### src/rtl/mem_arb_pkg.sv
// Shared types for the unified-memory arbiter: FSM states, grant identity and
// the latency-counter sizing helper.
package mem_arb_pkg;

    typedef enum logic [1:0] {
        IDLE,
        BUSY,
        RESP
    } arb_state_t;

    typedef enum logic {
        GNT_I,
        GNT_D
    } arb_gnt_t;

    // Counter must hold LAT-1 and never shrink below one bit (LAT=1 case).
    function automatic int cnt_width(input int lat);
        return (lat > 1) ? $clog2(lat) : 1;
    endfunction

endpackage

### src/rtl/mem_arbiter.sv
// Single-port memory arbiter sharing one fixed-latency memory between the
// fetch (I) and memory-stage (D) ports, with per-stage stall outputs.
module mem_arbiter
    import mem_arb_pkg::*;
#(
    parameter int LAT = 2,
    parameter int AW  = 32,
    parameter int DW  = 32
) (
    input  logic          clk,
    input  logic          reset,
    input  logic          i_req,
    input  logic [AW-1:0] i_addr,
    output logic [DW-1:0] i_rdata,
    output logic          i_ready,
    input  logic          d_req,
    input  logic          d_we,
    input  logic [AW-1:0] d_addr,
    input  logic [DW-1:0] d_wdata,
    output logic [DW-1:0] d_rdata,
    output logic          d_ready,
    output logic          m_en,
    output logic          m_we,
    output logic [AW-1:0] m_addr,
    output logic [DW-1:0] m_wdata,
    input  logic [DW-1:0] m_rdata,
    output logic          stall_f,
    output logic          stall_m
);

    localparam int            CW       = cnt_width(LAT);
    localparam logic [CW-1:0] CNT_LOAD = CW'(LAT - 1);

    arb_state_t    state_q, state_d;
    arb_gnt_t      gnt_q, gnt_d;
    arb_gnt_t      last_q, last_d;
    arb_gnt_t      win;
    logic [CW-1:0] cnt_q, cnt_d;
    logic          m_we_q, m_we_d;
    logic [AW-1:0] m_addr_q, m_addr_d;
    logic [DW-1:0] m_wdata_q, m_wdata_d;
    logic [DW-1:0] i_rdata_q, i_rdata_d;
    logic [DW-1:0] d_rdata_q, d_rdata_d;

    always_ff @(posedge clk) begin
        if (reset) begin
            state_q   <= IDLE;
            gnt_q     <= GNT_I;
            last_q    <= GNT_I;
            cnt_q     <= '0;
            m_we_q    <= 1'b0;
            m_addr_q  <= '0;
            m_wdata_q <= '0;
            i_rdata_q <= '0;
            d_rdata_q <= '0;
        end else begin
            state_q   <= state_d;
            gnt_q     <= gnt_d;
            last_q    <= last_d;
            cnt_q     <= cnt_d;
            m_we_q    <= m_we_d;
            m_addr_q  <= m_addr_d;
            m_wdata_q <= m_wdata_d;
            i_rdata_q <= i_rdata_d;
            d_rdata_q <= d_rdata_d;
        end
    end

    always_comb begin
        state_d   = state_q;
        gnt_d     = gnt_q;
        last_d    = last_q;
        cnt_d     = cnt_q;
        m_we_d    = m_we_q;
        m_addr_d  = m_addr_q;
        m_wdata_d = m_wdata_q;
        i_rdata_d = i_rdata_q;
        d_rdata_d = d_rdata_q;
        win       = GNT_I;

        case (state_q)
            IDLE: begin
                if (i_req || d_req) begin
                    // On a tie the port that lost the previous decision wins.
                    if (i_req && d_req) begin
                        win = (last_q == GNT_I) ? GNT_D : GNT_I;
                    end else if (d_req) begin
                        win = GNT_D;
                    end else begin
                        win = GNT_I;
                    end
                    gnt_d   = win;
                    last_d  = win;
                    cnt_d   = CNT_LOAD;
                    state_d = BUSY;
                    if (win == GNT_D) begin
                        m_addr_d  = d_addr;
                        m_we_d    = d_we;
                        m_wdata_d = d_wdata;
                    end else begin
                        m_addr_d  = i_addr;
                        m_we_d    = 1'b0;
                        m_wdata_d = '0;
                    end
                end
            end
            BUSY: begin
                if (cnt_q == '0) begin
                    state_d = RESP;
                    if (gnt_q == GNT_I) begin
                        i_rdata_d = m_rdata;
                    end else if (!m_we_q) begin
                        d_rdata_d = m_rdata;
                    end
                end else begin
                    cnt_d = cnt_q - 1'b1;
                end
            end
            RESP: begin
                state_d = IDLE;
            end
            default: begin
                state_d = IDLE;
            end
        endcase
    end

    assign m_en    = (state_q == BUSY);
    assign m_we    = m_en & m_we_q;
    assign m_addr  = m_addr_q;
    assign m_wdata = m_wdata_q;
    assign i_rdata = i_rdata_q;
    assign d_rdata = d_rdata_q;
    assign i_ready = (state_q == RESP) && (gnt_q == GNT_I);
    assign d_ready = (state_q == RESP) && (gnt_q == GNT_D);
    assign stall_f = i_req & ~i_ready;
    assign stall_m = d_req & ~d_ready;

endmodule

### config.mk
export PLATFORM = sky130hd
export DESIGN_NAME = mem_arbiter
export DESIGN_NICKNAME = d
export VERILOG_FILES = /design/src/rtl/mem_arb_pkg.sv /design/src/rtl/mem_arbiter.sv
export SDC_FILE = /design/constraint.sdc
export NUM_CORES = 1
export LEC_CHECK = 0
export CORE_AREA = 5 5 146 113
export CTS_CLUSTER_DIAMETER = 200
export DETAILED_ROUTE_END_ITERATION = 10
export DIE_AREA = 0 0 151 118
export PLACE_DENSITY = 0.75
export SLEW_MARGIN = 20
export SYNTH_ARGS = -nofsm -noshare
export SYNTH_HDL_FRONTEND = slang
export SYNTH_SLANG_ARGS = --single-unit
### constraint.sdc
create_clock -name clk -period 2.6 [get_ports clk]
set_clock_uncertainty 0.2 [all_clocks]
set_input_delay 0.65 -clock clk [delete_from_list [all_inputs] [get_ports clk]]
set_output_delay 0.65 -clock clk [all_outputs]
set_load 0.01 [all_outputs]
# --- Word level (Yosys, flattened, before mapping) ---
# Index checks and enable logic that the tools add are counted.
word_totals:
  out_inout_bits: 134
  inputBits: 133
  register_bits: 133
  wordCells: 46
op_classes:
  reduce_logical: 11
  n_mux: 14
  n_addsub: 1
  bitwise: 8
  n_eq_ne: 4
ops:
  columns: ["operator", "count"]
  rows:
  - ["$mux 32", 2]
  - ["$mux 1", 8]
  - ["$reduce_and 2->1", 3]
  - ["$not 1->1", 5]
  - ["$mux 2", 2]
  - ["$ne 2x2->1 const B", 2]
  - ["$pmux 2 s2", 1]
  - ["$reduce_and 4->1", 1]
  - ["$and 1x1->1", 3]
  - ["$logic_and 1x1->1", 3]
  - ["$reduce_and 3->1", 1]
  - ["$eq 2x1->1 const B", 1]
  - ["$eq 2x2->1 const B", 1]
  - ["$logic_not 2->1", 1]
  - ["$pmux 1 s2", 1]
  - ["$reduce_bool 2->1", 1]
  - ["$logic_or 1x1->1", 1]
  - ["$sub 1x1->1 const B", 1]

# --- Logic depth before layout (Yosys ltp) ---
depth:
  depth_word: 5
  depth_mapped: 6
  mapped_depth_nobuf: 3

# --- Worst setup path before layout ---
# No wires, ideal clock.
synth_timing:
  kind: "reg-to-output"
  from: "reg state_q[0]"
  to: "out stall_m"
  arrival_ns: 1.059
  stages_incl_launch_ff: 5
  slack_ns: 0.691
  path_buffers: 1
  t_required_ns: 1.750
  path_cell_list: "dfxtp_1 -> buf_2 -> clkinv_1 -> and3_1 -> nor2b_1"
synth_via:
  elab_chain_cells: 4
synth_lines:
  columns: ["element", "line_no", "text"]
  rows:
  - ["start: declaration", "mem_arbiter.sv:34", "arb_state_t state_q, state_d;"]
  - ["start signal: assignment", "mem_arbiter.sv:57", "state_q <= state_d;"]
  - ["$eq 2x2->1", "mem_arbiter.sv:135", "assign d_ready = (state_q == RESP) && (gnt_q == GNT_D);"]
  - ["$logic_and 1x1->1", "mem_arbiter.sv:135", null]
  - ["named net d_ready", "mem_arbiter.sv:21", "output logic d_ready,"]
  - ["$not 1->1", "mem_arbiter.sv:137", "assign stall_m = d_req & ~d_ready;"]
  - ["$and 1x1->1", "mem_arbiter.sv:137", null]
  - ["end: declaration", "mem_arbiter.sv:28", "output logic stall_m"]
# The timed path passes the listed nets, and every way through them passes these cells.

==> run metrics <==
most common cell after layout, fill and taps aside clkdlybuf4s50_1; global-route usage over all layers 0.197; DRC Markers 0; period utilization 0.964; number of synthesized flops with an enable pin 0; post-synth cell types 27; Nets ~980; Finished Cell Area 0.00901 mm²; Die Area between 0.015 and 0.02 mm²; root buffer cell clkbuf_16; Die X 151 µm; DP Area 0.00837 mm²; synthesized netlist cell count 604; Most used DFF post-synth dfxtp_1; CTS tree built; worst slew pin tran 0.749 ns; f_max 399 MHz; final setup violation count 0; Critical Path AT 1.66 ns; initial drt markers 263; power density cells 659 mW/mm²; Detail Placement HPWL 12.4 mm; sequential fraction of the synthesis area 0.482; routed wire length per instance 16.9 µm; initial core utilization 0.370; Setup crit end kind output pin; first-pass GRT wire length 28.1 mm; crit path max fanout 4; largest net degree at the start of global routing 82; H-tree Lvls 4; Cell Area, Synth 0.00552 mm²; critical path class register to output pin; fin. max-slew vios 0; commonest cells after routing, fill and taps aside clkdlybuf4s50_1 (261), dfxtp_1 (132), a21oi_1 (99); min-delay worst type register to register; unrepaired setup endpoints after global routing no; Place WS -0.0828 ns; Num CTS Buffers 17; share of cells above drive strength 1 0.0720; synth warn 0; number of port buffers 266; Async SR Flop Fraction 0; worst-skew pair later-pin latency approximately 0.41 ns; register bit total from synthesis 133; DRT Pass-1 Iters 4; Die Y 118 µm; postcts setup bufs 0; CP cell instances and3_1, clkdlybuf4s50_1; clk buf depth 2; I/O pins 267; Antenna Nets Post-Route 0; initial antenna violation count 0; Syn Nets about 740; vias 5268; leak pwr 3.49 nW; Site Rows 39; status complete, no violations; maximum vdd ir drop roughly 0.00048 V; Worst-path clk slew ~0.06 ns; placed instance count 1035; Worst Path Required 1.75 ns; final wirelength 18.0 mm; CTS sink cnt about 130; Post-CTS Resized 5; Max Cap Viol 0; CP max stage delay 0.55 ns; setup ws final 0.0944 ns; hold_buf cts 0; vias in the first global route slightly above 5000; startpoint types register; Slew Limit Headroom 0.501; Avg Inst Size Synth 9.15 µm²; Hold WS 0.253 ns; antenna cells 0; non-filler instance count after layout 1066; GRT overflow 0; Final Hold Viols 0; Core Box Area 0.0149 mm²; Crit-path slowest cell clkdlybuf4s50_1; vias per inst 4.94; Tmin final between 2 and 3 ns; RePlAce Congestion roughly 0.79; synth-to-layout area growth 63.1%
==> worst max-delay path: cells and delay by family (launching register included) <==
kind          cells  cell delay (ns)
buf+inv           1             0.55
flops             1             0.45
simple gates      1             0.26
==> routing by layer <==
metal	part of all wire	vias to the layer above	wire, µm	GRT usage
li1	-	2622	-	-
met5	0	-	0	0
met1	0.43	2458	7660	0.246
met3	0.076	28	1360	0.0670
met4	0.022	0	390	0.0685
met2	0.48	160	8550	0.314
==> power breakdown <==
| group | switching [mW] | leakage, nW | total, mW | internal, mW |
|---|---|---|---|---|
| Clock | 0.894 | 0.305 | 2.54 | 1.65 |
| Combinational | 0.522 | 2.10 | 1.14 | 0.615 |
| Sequential | 0.0767 | 1.09 | 2.26 | 2.18 |
| Total | 1.49 | 3.49 | 5.94 | 4.45 |
==> state kept, by name, summed over array words and instances, names as in the netlist <==
| signal | cells |
|---|---|
| cnt_q | 1 |
| d_rdata | 32 |
| i_rdata | 32 |
| last_q | 1 |
| m_addr | 32 |
| m_wdata | 32 |
| m_we_q | 1 |
| state_q | 2 |
==> cells by family (layout without fill, tap and decap cells) <==
kind of cell	Yosys count	after routing	synth area share
and+or+nand+nor	177	177	0.174
muxes	64	64	0.116
AOI/OAI and AO/OA	168	168	0.169
buffers and inverters	62	319	0.0587
DFF	133	133	0.482
==> through the flow <==
step	utilization	TNS [ns]	power, mW
after floorplan	-	0	2.81
after global placement	0.561	-0.0899	3.43
after detailed placement	0.561	-0.120	3.44
after CTS	0.603	0	6.00
after global routing	0.604	0	6.19
final	0.604	0	5.94
==> synth_stat cells, types with 2 or more instances <==
master | n | area [µm²]
nand4_1 | 33 | 206
clkbuf_1 | 30 | 113
o21ai_0 | 34 | 170
buf_6 | 8 | 90.1
a211oi_1 | 32 | 240
a21oi_1 | 99 | 495
dfxtp_1 | 133 | 2660
nor2b_1 | 3 | 18.8
nand2_1 | 66 | 248
mux2i_1 | 64 | 641
nor2_1 | 2 | 7.51
buf_2 | 22 | 110
nand2b_1 | 64 | 400
==> final timing paths <==
kind,start,cells past startpoint,slack [ns],endpoint
worst max register to register,last_q$_SDFFE_PP0P_,5,0.77,i_rdata[24]$_SDFFE_PP0P_
worst max-delay path,last_q$_SDFFE_PP0P_,2,0.09,d_ready
worst min-delay path,i_rdata[11]$_SDFFE_PP0P_,2,0.25,i_rdata[11]$_SDFFE_PP0P_
worst min register to register,i_rdata[11]$_SDFFE_PP0P_,2,0.25,i_rdata[11]$_SDFFE_PP0P_
==> area by class of cell <==
cell class,count,area (µm²)
well taps,205,256
multi-input cells,409,2560
fillers,1307,5920
repair buffers,287,2900
flip-flops and latches,133,2670
clock buffers,19,453
clock inverters,12,176
inverters,1,3.75
Note: power is estimated with default switching activity, not from simulation.
